===== src/rtl/ibex_bloom_unit_pkg.sv =====
// Shared types and constants for the Bloom-filter coprocessor.
// No logic of its own; consumed by ibex_bloom_hash and ibex_bloom_unit.
package ibex_bloom_unit_pkg;

    typedef enum logic [1:0] {
        BLOOM_INSERT = 2'd0,
        BLOOM_CHECK  = 2'd1,
        BLOOM_CLEAR  = 2'd2,
        BLOOM_FILL   = 2'd3
    } bloom_op_e;

    typedef enum logic [2:0] {
        BS_IDLE   = 3'd0,
        BS_INSERT = 3'd1,
        BS_CHECK  = 3'd2,
        BS_CLEAR  = 3'd3,
        BS_RESP   = 3'd4
    } bloom_state_e;

    // Element [k] is the salt of hash k.
    localparam logic [3:0][31:0] BLOOM_SALT = {
        32'h27D4EB2F, 32'hC2B2AE35, 32'h85EBCA6B, 32'h9E3779B9
    };

    localparam int BLOOM_ROT_BASE = 5;
    localparam int BLOOM_ROT_STEP = 8;

    function automatic logic [31:0] bloom_rotl(input logic [31:0] x, input logic [4:0] r);
        return (x << r) | (x >> (6'd32 - {1'b0, r}));
    endfunction

endpackage


===== src/rtl/ibex_bloom_hash.sv =====
// Bloom index hash k of a 32-bit key: salted rotate-xor, then xor-folded to log2(NumBits) bits.
// Purely combinational, zero latency, no flow control.
module ibex_bloom_hash
    import ibex_bloom_unit_pkg::*;
#(
    parameter int NumBits = 1024
) (
    input  logic [31:0]                key,
    input  logic [1:0]                 k,
    output logic [$clog2(NumBits)-1:0] idx
);

    localparam int IdxW      = $clog2(NumBits);
    localparam int NumChunks = (32 + IdxW - 1) / IdxW;

    logic [4:0]  rot;
    logic [31:0] mix;

    assign rot = 5'(BLOOM_ROT_BASE) + 5'(BLOOM_ROT_STEP) * {3'b000, k};
    assign mix = key ^ bloom_rotl(key, rot) ^ BLOOM_SALT[k];

    // The top chunk is shorter than IdxW when IdxW does not divide 32; the shift zero-pads it.
    always_comb begin
        idx = '0;
        for (int c = 0; c < NumChunks; c++) begin
            idx = idx ^ IdxW'(mix >> (c * IdxW));
        end
    end

endmodule


===== src/rtl/ibex_bloom_unit.sv =====
// Bloom-filter EX-stage unit: INSERT/CHECK walk one hash per cycle, CLEAR one word per cycle, FILL 1 cycle.
// Accepts only in IDLE (req_ready_o); response is a one-cycle strobe with no backpressure; kill_i aborts INSERT/CHECK.
module ibex_bloom_unit
    import ibex_bloom_unit_pkg::*;
#(
    parameter int NumBits    = 1024,
    parameter int NumHashes  = 3,
    parameter int ClearWidth = 32
) (
    input  logic        clk_i,
    input  logic        rst_i,
    input  logic        req_valid_i,
    output logic        req_ready_o,
    input  logic [1:0]  req_op_i,
    input  logic [31:0] req_key_i,
    input  logic        kill_i,
    output logic        resp_valid_o,
    output logic [31:0] resp_result_o,
    output logic        busy_o
);

    localparam int IdxW     = $clog2(NumBits);
    localparam int FillW    = IdxW + 1;
    localparam int NumWords = NumBits / ClearWidth;
    localparam int WordW    = (NumWords > 1) ? $clog2(NumWords) : 1;

    localparam logic [1:0]       LastK    = 2'(NumHashes - 1);
    localparam logic [WordW-1:0] LastWord = WordW'(NumWords - 1);
    localparam logic [FillW-1:0] FillMax  = FillW'(NumBits);

    bloom_state_e     state, next_state;
    bloom_op_e        op;
    logic [31:0]      key;
    logic [1:0]       k_idx;
    logic [WordW-1:0] word_idx;
    logic             all_set;
    logic [FillW-1:0] fill_cnt;
    logic [31:0]      result;
    logic [NumBits-1:0] bits;

    logic [IdxW-1:0]  idx;
    logic             cur_bit;
    logic             accept;
    logic             last_k;
    logic             last_word;

    assign op        = bloom_op_e'(req_op_i);
    assign accept    = req_valid_i & (state == BS_IDLE) & ~kill_i;
    assign cur_bit   = bits[idx];
    assign last_k    = (k_idx == LastK);
    assign last_word = (word_idx == LastWord);

    ibex_bloom_hash #(
        .NumBits (NumBits)
    ) u_hash (
        .key (key),
        .k   (k_idx),
        .idx (idx)
    );

    always_ff @(posedge clk_i) begin
        if (rst_i) begin
            state <= BS_IDLE;
        end else begin
            state <= next_state;
        end
    end

    always_comb begin
        next_state   = state;
        req_ready_o  = 1'b0;
        busy_o       = 1'b1;
        resp_valid_o = 1'b0;
        unique case (state)
            BS_IDLE: begin
                req_ready_o = 1'b1;
                busy_o      = 1'b0;
                if (accept) begin
                    unique case (op)
                        BLOOM_INSERT: next_state = BS_INSERT;
                        BLOOM_CHECK:  next_state = BS_CHECK;
                        BLOOM_CLEAR:  next_state = BS_CLEAR;
                        BLOOM_FILL:   next_state = BS_RESP;
                        default:      next_state = BS_IDLE;
                    endcase
                end
            end
            BS_INSERT: begin
                if (kill_i) begin
                    next_state = BS_IDLE;
                end else if (last_k) begin
                    next_state = BS_RESP;
                end
            end
            BS_CHECK: begin
                if (kill_i) begin
                    next_state = BS_IDLE;
                end else if (!cur_bit || last_k) begin
                    next_state = BS_RESP;
                end
            end
            BS_CLEAR: begin
                if (last_word) begin
                    next_state = BS_RESP;
                end
            end
            BS_RESP: begin
                resp_valid_o = 1'b1;
                next_state   = BS_IDLE;
            end
            default: next_state = BS_IDLE;
        endcase
    end

    always_ff @(posedge clk_i) begin
        if (rst_i) begin
            bits     <= '0;
            fill_cnt <= '0;
            key      <= '0;
            k_idx    <= '0;
            word_idx <= '0;
            all_set  <= 1'b0;
            result   <= '0;
        end else begin
            unique case (state)
                BS_IDLE: begin
                    if (accept) begin
                        key      <= req_key_i;
                        k_idx    <= '0;
                        word_idx <= '0;
                        all_set  <= 1'b1;
                        if (op == BLOOM_FILL) begin
                            result <= 32'(fill_cnt);
                        end
                    end
                end
                BS_INSERT: begin
                    // A killed cycle writes nothing, so fill_cnt stays equal to the popcount.
                    if (!kill_i) begin
                        bits[idx] <= 1'b1;
                        if (!cur_bit && fill_cnt != FillMax) begin
                            fill_cnt <= fill_cnt + FillW'(1);
                        end
                        all_set <= all_set & cur_bit;
                        if (last_k) begin
                            result <= {31'b0, all_set & cur_bit};
                        end else begin
                            k_idx <= k_idx + 2'd1;
                        end
                    end
                end
                BS_CHECK: begin
                    if (!kill_i) begin
                        if (!cur_bit) begin
                            result <= 32'd0;
                        end else if (last_k) begin
                            result <= 32'd1;
                        end else begin
                            k_idx <= k_idx + 2'd1;
                        end
                    end
                end
                BS_CLEAR: begin
                    for (int w = 0; w < NumWords; w++) begin
                        if (word_idx == WordW'(w)) begin
                            bits[w*ClearWidth +: ClearWidth] <= '0;
                        end
                    end
                    if (last_word) begin
                        fill_cnt <= '0;
                        result   <= 32'd0;
                    end else begin
                        word_idx <= word_idx + WordW'(1);
                    end
                end
                default: ;
            endcase
        end
    end

    assign resp_result_o = result;

endmodule


===== config.mk =====
export PLATFORM = sky130hd
export DESIGN_NAME = ibex_bloom_unit
export DESIGN_NICKNAME = d
export VERILOG_FILES = /design/src/rtl/ibex_bloom_unit_pkg.sv /design/src/rtl/ibex_bloom_hash.sv /design/src/rtl/ibex_bloom_unit.sv
export SDC_FILE = /design/constraint.sdc
export NUM_CORES = 2
export LEC_CHECK = 0
export CORE_MARGIN = 1
export CORE_UTILIZATION = 39
export DETAILED_ROUTE_END_ITERATION = 10
export SYNTH_ARGS = -nofsm -noshare
export SYNTH_HDL_FRONTEND = slang
export SYNTH_SLANG_ARGS = --single-unit

===== constraint.sdc =====
create_clock -name clk_i -period 7.1 [get_ports clk_i]
set_clock_uncertainty 0.2 [all_clocks]
set_input_delay 1.065 -clock clk_i [delete_from_list [all_inputs] [get_ports clk_i]]
set_output_delay 1.065 -clock clk_i [all_outputs]
set_load 0.01 [all_outputs]

Word level (Yosys, flattened, before mapping)
Cells that the tools add are included.
{ "word_totals": {"elab_cells": 269, "regBits": 1110, "input_bits": 38} }
{ "classes": {"shifts": 2, "n_addsub": 5, "reduce_logical": 51, "n_bitwise": 11, "muxes": 75, "eq_ne": 83, "magnitude_cmp": 3} }
{ "ops": {"columns": ["operator", "count"], "rows": [
  ["case mux 1024 bit (2 select lines)", 1],
  ["two-way mux 32 bit", 40],
  ["two-way mux 1024 bit", 1],
  ["bitwise OR 1024 bit", 1],
  ["case mux 32 bit (4 select lines)", 1],
  ["AND reduction 3 bit", 34],
  ["== test 5 bit, second input constant", 16],
  ["!= test 2 bit, second input constant", 39],
  ["binary-select mux 32 bit (select 2 bit)", 1],
  ["XOR 32 bit", 2],
  ["== test 5 x 4 -> 1 bit, second input constant", 8],
  ["two-way mux 11 bit", 3],
  ["bitwise OR 32 bit", 1],
  ["<< shifter 32 x 5 -> 32 bit", 1],
  ["right shift 32 x 6 -> 32 bit", 1],
  ["case mux 3 bit (4 select lines)", 2],
  ["case mux 11 bit (2 select lines)", 1],
  ["== test 5 x 3 -> 1 bit, second input constant", 4],
  ["XOR 10 bit", 2],
  ["two-way mux 3 bit", 6],
  ["adder 11 x 1 -> 11 bit, second input constant", 1],
  ["< comparator 10 x 11 -> 1 bit, second input constant", 1],
  ["!= test 11 bit, second input constant", 1],
  ["binary-select mux 1 bit (select 10 bit)", 1],
  ["38 further kinds", 61]
]} }

Longest topological paths before layout
{ "depth": {"depth_word": 16, "depth_mapped": 22, "ltp_nobuf": 17} }

Cells and area by module
From an unflattened synthesis, not the netlist that was laid out.
{ "unflattened": {"hier_cells": 5076, "hier_area_um2": 44471.4} }
{ "by_module_without_submodules": {"columns": ["module", "cells_each", "seq_area_each_um2", "area_each_um2", "instances"], "rows": [
  ["ibex_bloom_unit", 4967, 21800.9, 42877.4, 1],
  ["ibex_bloom_hash", 109, 0.0, 1594.0, 1]
]} }

Worst setup path before layout
No wires, ideal clock.
{ "synth_timing": {"path_type": "register to register", "startpoint": "register k_idx[1]", "endpoint": "register state[0]", "path_stages_with_launch": 20, "synth_period_minus_slack_ps": 4995, "setup_time_ps": 121, "path_buffers": 4, "setup_slack_ps": 2105, "t_arrival_ps": 4674, "cell_sequence": "dfxtp_1 -> buf_2 -> inv_1 -> ha_1 -> nand2b_1 -> xnor3_1 -> xnor2_1 -> xnor2_1 -> clkbuf_1 -> nand2b_1 -> clkbuf_1 -> o211ai_1 -> or4_1 -> a2111oi_0 -> o22ai_1 -> nor4_2 -> buf_4 -> nand3_1 -> nand2_1 -> mux2_2"} }
{ "synth_via": {"elab_chain_len": 15} }
{ "synth_lines": {"columns": ["element", "line", "rtl"], "rows": [
  ["start: declaration", "ibex_bloom_unit.sv:34", "logic [1:0] k_idx;"],
  ["start signal: assignment", "ibex_bloom_unit.sv:148", "k_idx <= k_idx + 2'd1;"],
  ["start signal: assignment", "ibex_bloom_unit.sv:159", "k_idx <= k_idx + 2'd1;"],
  ["adder 3 x 5 -> 5 bit", "ibex_bloom_hash.sv:19", "assign rot = 5'(BLOOM_ROT_BASE) + 5'(BLOOM_ROT_STEP) * {3'b000, k};"],
  ["subtractor 6 x 5 -> 6 bit", "ibex_bloom_unit_pkg.sv:29", "return (x << r) | (x >> (6'd32 - {1'b0, r}));"],
  ["right shift 32 x 6 -> 32 bit", "ibex_bloom_unit_pkg.sv:29", null],
  ["bitwise OR 32 bit", "ibex_bloom_unit_pkg.sv:29", null],
  ["XOR 32 bit (2 in a row)", "ibex_bloom_hash.sv:20", "assign mix = key ^ bloom_rotl(key, rot) ^ BLOOM_SALT[k];"],
  ["XOR 10 bit (2 in a row)", "ibex_bloom_hash.sv:26", "idx = idx ^ IdxW'(mix >> (c * IdxW));"],
  ["XOR 10 x 2 -> 10 bit", "ibex_bloom_hash.sv:26", null],
  ["binary-select mux 1 bit (select 10 bit)", "ibex_bloom_unit.sv:49", "assign cur_bit = bits[idx];"],
  ["two-way mux 1 bit (not written as such)", "ibex_bloom_unit.sv:49", null],
  ["zero test 1 bit", null, null],
  ["logical OR 1 bit", "ibex_bloom_unit.sv:98", "end else if (!cur_bit || last_k) begin"],
  ["!= test 3 bit (no source line)", null, null],
  ["AND reduction 4 bit (no source line) *", null, null],
  ["end signal: assignment", "ibex_bloom_unit.sv:65", "state <= next_state;"],
  ["end: declaration", "ibex_bloom_unit.sv:31", "bloom_state_e state, next_state;"]
]} }
Mark *: on every way between the ends. The rest lies on a longest branch, timed or not. The select of a mux whose other input is x is not followed.
A chain may end at the register's enable or synchronous reset.

Worst setup path after layout
{ "layout_timing": {"startpoint": "register k_idx[1]", "endpoint": "register fill_cnt[4]"} }
{ "layout_via": {"elab_chain_len": 15} }
{ "layout_lines": {"columns": ["element", "line", "rtl"], "rows": [
  ["adder 3 x 5 -> 5 bit", "ibex_bloom_hash.sv:19", null],
  ["subtractor 6 x 5 -> 6 bit", "ibex_bloom_unit_pkg.sv:29", null],
  ["right shift 32 x 6 -> 32 bit", "ibex_bloom_unit_pkg.sv:29", null],
  ["bitwise OR 32 bit", "ibex_bloom_unit_pkg.sv:29", null],
  ["XOR 32 bit", "ibex_bloom_hash.sv:20", null],
  ["XOR 32 bit *", "ibex_bloom_hash.sv:20", null],
  ["XOR 10 bit (2 in a row)", "ibex_bloom_hash.sv:26", null],
  ["XOR 10 x 2 -> 10 bit *", "ibex_bloom_hash.sv:26", null],
  ["binary-select mux 1 bit (select 10 bit) *", "ibex_bloom_unit.sv:49", null],
  ["two-way mux 1 bit (not written as such) *", "ibex_bloom_unit.sv:49", null],
  ["zero test 1 bit *", null, null],
  ["logical AND 1 bit *", "ibex_bloom_unit.sv:141", "if (!cur_bit && fill_cnt != FillMax) begin"],
  ["!= test 2 bit (no source line) *", null, null],
  ["AND reduction 4 bit (no source line) *", null, null],
  ["end signal: assignment", "ibex_bloom_unit.sv:142", "fill_cnt <= fill_cnt + FillW'(1);"],
  ["end: declaration", "ibex_bloom_unit.sv:37", "logic [FillW-1:0] fill_cnt;"]
]} }
Marks and branches as above.

==> run_results.csv <==
group,metric,value,unit
synth,synth.top_cells.by_area,"dfxtp_1 48%, a21oi_1 12%, nor2_1 9.2%",
synth,ys_ff_latch,1089,
routing,drc,6,
setup_path,crit_required,7.52,ns
global_routing,grt-ovfl-total,0,
floorplan,initial_utilization,0.395,
synth,ys_top_cells_by_count,"1106 x nor2_1, 1098 x a21oi_1, 1089 x dfxtp_1",
timing,fmaxAchievable,147,MHz
setup_path,path_delay_family,"simple AND/OR/NAND/NOR gates",
power_and_ir_drop,total_power,29300,uW
placed_design,port_buffers,51,
floorplan,dieHeight,343,um
routing,drtIter0Drc,4915,
floorplan,chipWidth,343,um
clock_tree,cts_root_buf,"clkbuf_16",
routing,routedWlPerCell,24.3,um
synth,synth_warnings,0,
clock_tree,post_cts_buffers,0,
finish,syn2layout_area_growth,13.5,%
run_status,violations,"DRC",
global_routing,grt_max_degree,64,
routing,ant_nets,0,
timing,fin_crit_sh,0.959,
power_and_ir_drop,leakage,0.0189,uW
setup_path,crit_top_cell,"buf_4",
setup_path,cp_max_fo,20,
timing,fin_crit,6.81,ns
synth,synth_largest_area_cell,"dfxtp_1",
synth,synth_cell_types,69,
timing,finalSetupViolCount,0,
finish,drive_gt1_frac,0.0892,
floorplan,core,115000,um^2
timing,slew_headroom,0.0329,
synth,synthArstFlopShare,0,
finish,final_nets,5364,
floorplan,io_pins,73,
global_routing,grt_pass1_wl,248,mm
timing,rsz0062_at_grt,"false",
synth,synth_most_common_cell,"nor2_1",
floorplan,rows,124,
timing,tightest_slew,1.45,ns
clock_tree,cts_hold_buf,0,
clock_tree,h-tree-depth,3,
routing,wl,168,mm
power_and_ir_drop,vdd_ir_drop_max,0.764,mV
routing,drt_first_pass_iters,11,
timing,setup_tns,0,ns
setup_path,crit_path_max_incr_delay,0.69,ns
clock_tree,postCtsResizedCells,0,
clock_tree,cts.sinks,1089,
setup_path,cp.buffers_inverters,3,
run_status,status,"complete, but fails checks",
synth,synth_ff_type,"dfxtp_1",
routing,avgViaCountPerCell,5.92,
synth,synth_edf_count,0,
clock_tree,numCtsBuffers,109,
setup_path,arrival,7.23,ns
clock_tree,clockBufferDepth,3,
placed_design,place_congestion,0.928,
synth,synth.top_cell.area_share,0.482,
synth,syn_area,45200,um^2
clock_tree,cts_tree,"yes",
floorplan,die-area,117000,um^2
setup_path,cp_slowest_cell,"nor4_2",
timing,timing.final.max_slew_violations,0,
routing,via_count,41000,
setup_path,startpoint_type,"flop",
power_and_ir_drop,cellPowerDensity,570,nW/um^2
clock_tree,clkTransAtPathRegs,0.06,ns
clock_tree,clk-insertion-delay-late,0.71,ns
synth,seq_area_frac_synth,0.482,
timing,hold_viol,0,
setup_path,crit_chain,"buf_4 -> ha_1 -> xor3_1 -> xnor3_1 -> nand2b_1 -> nand2b_1 -> nor2_2 -> buf_4 -> a32oi_1 -> nand4_1 -> o21a_1 -> a2111oi_0 -> o22ai_1 -> nor4_2 -> buf_4 -> nor3_2 -> mux2_1 -> nor4b_2",
min_path,hold_class,"flop to flop",
synth,syn_inst,5489,
setup_path,end_kind,"flop",
setup_path,worstSetupPathType,"flop to flop",
flow_run,drv_cap,0,
global_routing,grt_pass1_vias,37600,
global_routing,track_usage,0.278,
global_routing,antenna_found_initial,5,
placed_design,hpwl,102,mm
synth,avgSynthCellArea,8.24,um^2
[metrics by stage]
stage / setup slack (ns) / area (um^2) / utilization / std cells / hold slack, ns
floorplan: 2.11 / 45300 / - / 5509 / 0.229
global placement: 0.445 / 47700 / 0.416 / 6712 / 0.239
detailed placement: 0.433 / 47700 / 0.416 / 6712 / 0.245
CTS: 0.371 / 51300 / 0.448 / 6914 / 0.262
global route: 0.0817 / 51300 / 0.448 / 6915 / 0.281
finish: 0.288 / 51300 / 0.448 / 6917 / 0.257
[registers in the layout, summed over array words and instances (netlist names)]
signal         count
resp_result_o     11
bits            1024
k_idx              2
fill_cnt          11
all_set            1
word_idx           5
state              3
key               32
[layout make-up]
type                            instances  area (um^2)
Antenna cell                            3         7.51
Clock buffer                          159         3140
Clock inverter                         43          510
Fill cell                           11300        63300
Inverter                               23         86.3
Multi-Input combinational cell       3856        21700
Sequential cell                      1089        21800
Tap cell                             1512         1890
Timing Repair Buffer                  232         2170
[cells in the final DEF, fill, tap and decap left out, drive strengths merged, types with 22 or more instances in the layout]
| master | Yosys | routed |
|---|---|---|
| a31oi | 95 | 95 |
| nand2 | 402 | 402 |
| clkbuf | 412 | 159 |
| buf | 129 | 182 |
| a2111oi | 60 | 60 |
| nand2b | 27 | 27 |
| xnor2 | 67 | 67 |
| nor2 | 1107 | 1107 |
| o21ai | 27 | 27 |
| clkinv | 0 | 26 |
| a22oi | 40 | 40 |
| a21oi | 1098 | 1098 |
| nand4 | 54 | 54 |
| clkdlybuf4s50 | 0 | 50 |
| dfxtp | 1089 | 1089 |
| mux2i | 288 | 288 |
| a32oi | 22 | 22 |
| inv | 23 | 27 |
| nor3 | 40 | 40 |
| a221oi | 58 | 58 |
| and3 | 84 | 84 |
| nand3 | 116 | 116 |
| a211oi | 32 | 32 |
[worst register-to-register path: stages (launching register included)]
cell and delay (ns):
dfxtp_1 0.33, buf_4 0.28, ha_1 0.35, xor3_1 0.49, xnor3_1 0.51, nand2b_1 0.33
nand2b_1 0.50, nor2_2 0.28, buf_4 0.27, a32oi_1 0.18, nand4_1 0.12, o21a_1 0.27
a2111oi_0 0.64, o22ai_1 0.31, nor4_2 0.69, buf_4 0.29, nor3_2 0.08, mux2_1 0.36
nor4b_2 0.25
[report_power, final]
group / total [uW] / internal (uW) / leakage [uW] / switching [uW]
combinational: 17100 / 4940 / 0.00831 / 12100
clock: 5960 / 3430 / 0.00180 / 2530
sequential: 6240 / 6160 / 0.00877 / 85.8
[kinds of logic (layout without fill, tap and decap cells)]
logic type,Yosys count,after routing,synth area share
AND/OR/NAND/NOR,1882,1882,0.173
other,1,24,0.0000829
multiplexers,306,306,0.0717
adder cells (fa/ha/maj),15,15,0.00415
XOR/XNOR,86,86,0.0192
flip-flops,1089,1089,0.482
buffers and inverters,564,457,0.0528
AO/OA/AOI/OAI,1546,1546,0.197
[path summary, 6_finish.rpt]
check | from | endpoint | slack, ns | cells past startpoint
worst max register to register | k_idx[1]$_SDFFE_PP0P_ | fill_cnt[4]$_SDFFE_PP0P_ | 0.29 | 18
worst min register to register | bits[552]$_SDFFE_PP0P_ | bits[552]$_SDFFE_PP0P_ | 0.26 | 2
worst min-delay path | bits[552]$_SDFFE_PP0P_ | bits[552]$_SDFFE_PP0P_ | 0.26 | 2
worst max-delay path | k_idx[1]$_SDFFE_PP0P_ | fill_cnt[4]$_SDFFE_PP0P_ | 0.29 | 18
[metal layers]
| layer | part of all wire | wire, um | up-vias | GRT usage |
|---|---|---|---|---|
| met1 | 0.43 | 72200 | 19900 | 0.381 |
| met4 | 0.045 | 7580 | 4 | 0.124 |
| li1 | - | - | 18600 | - |
| met2 | 0.43 | 72600 | 1988 | 0.422 |
| met3 | 0.092 | 15500 | 459 | 0.0537 |
| met5 | 0.00016 | 27 | - | 0 |
Power figures use the tool's default switching activity.
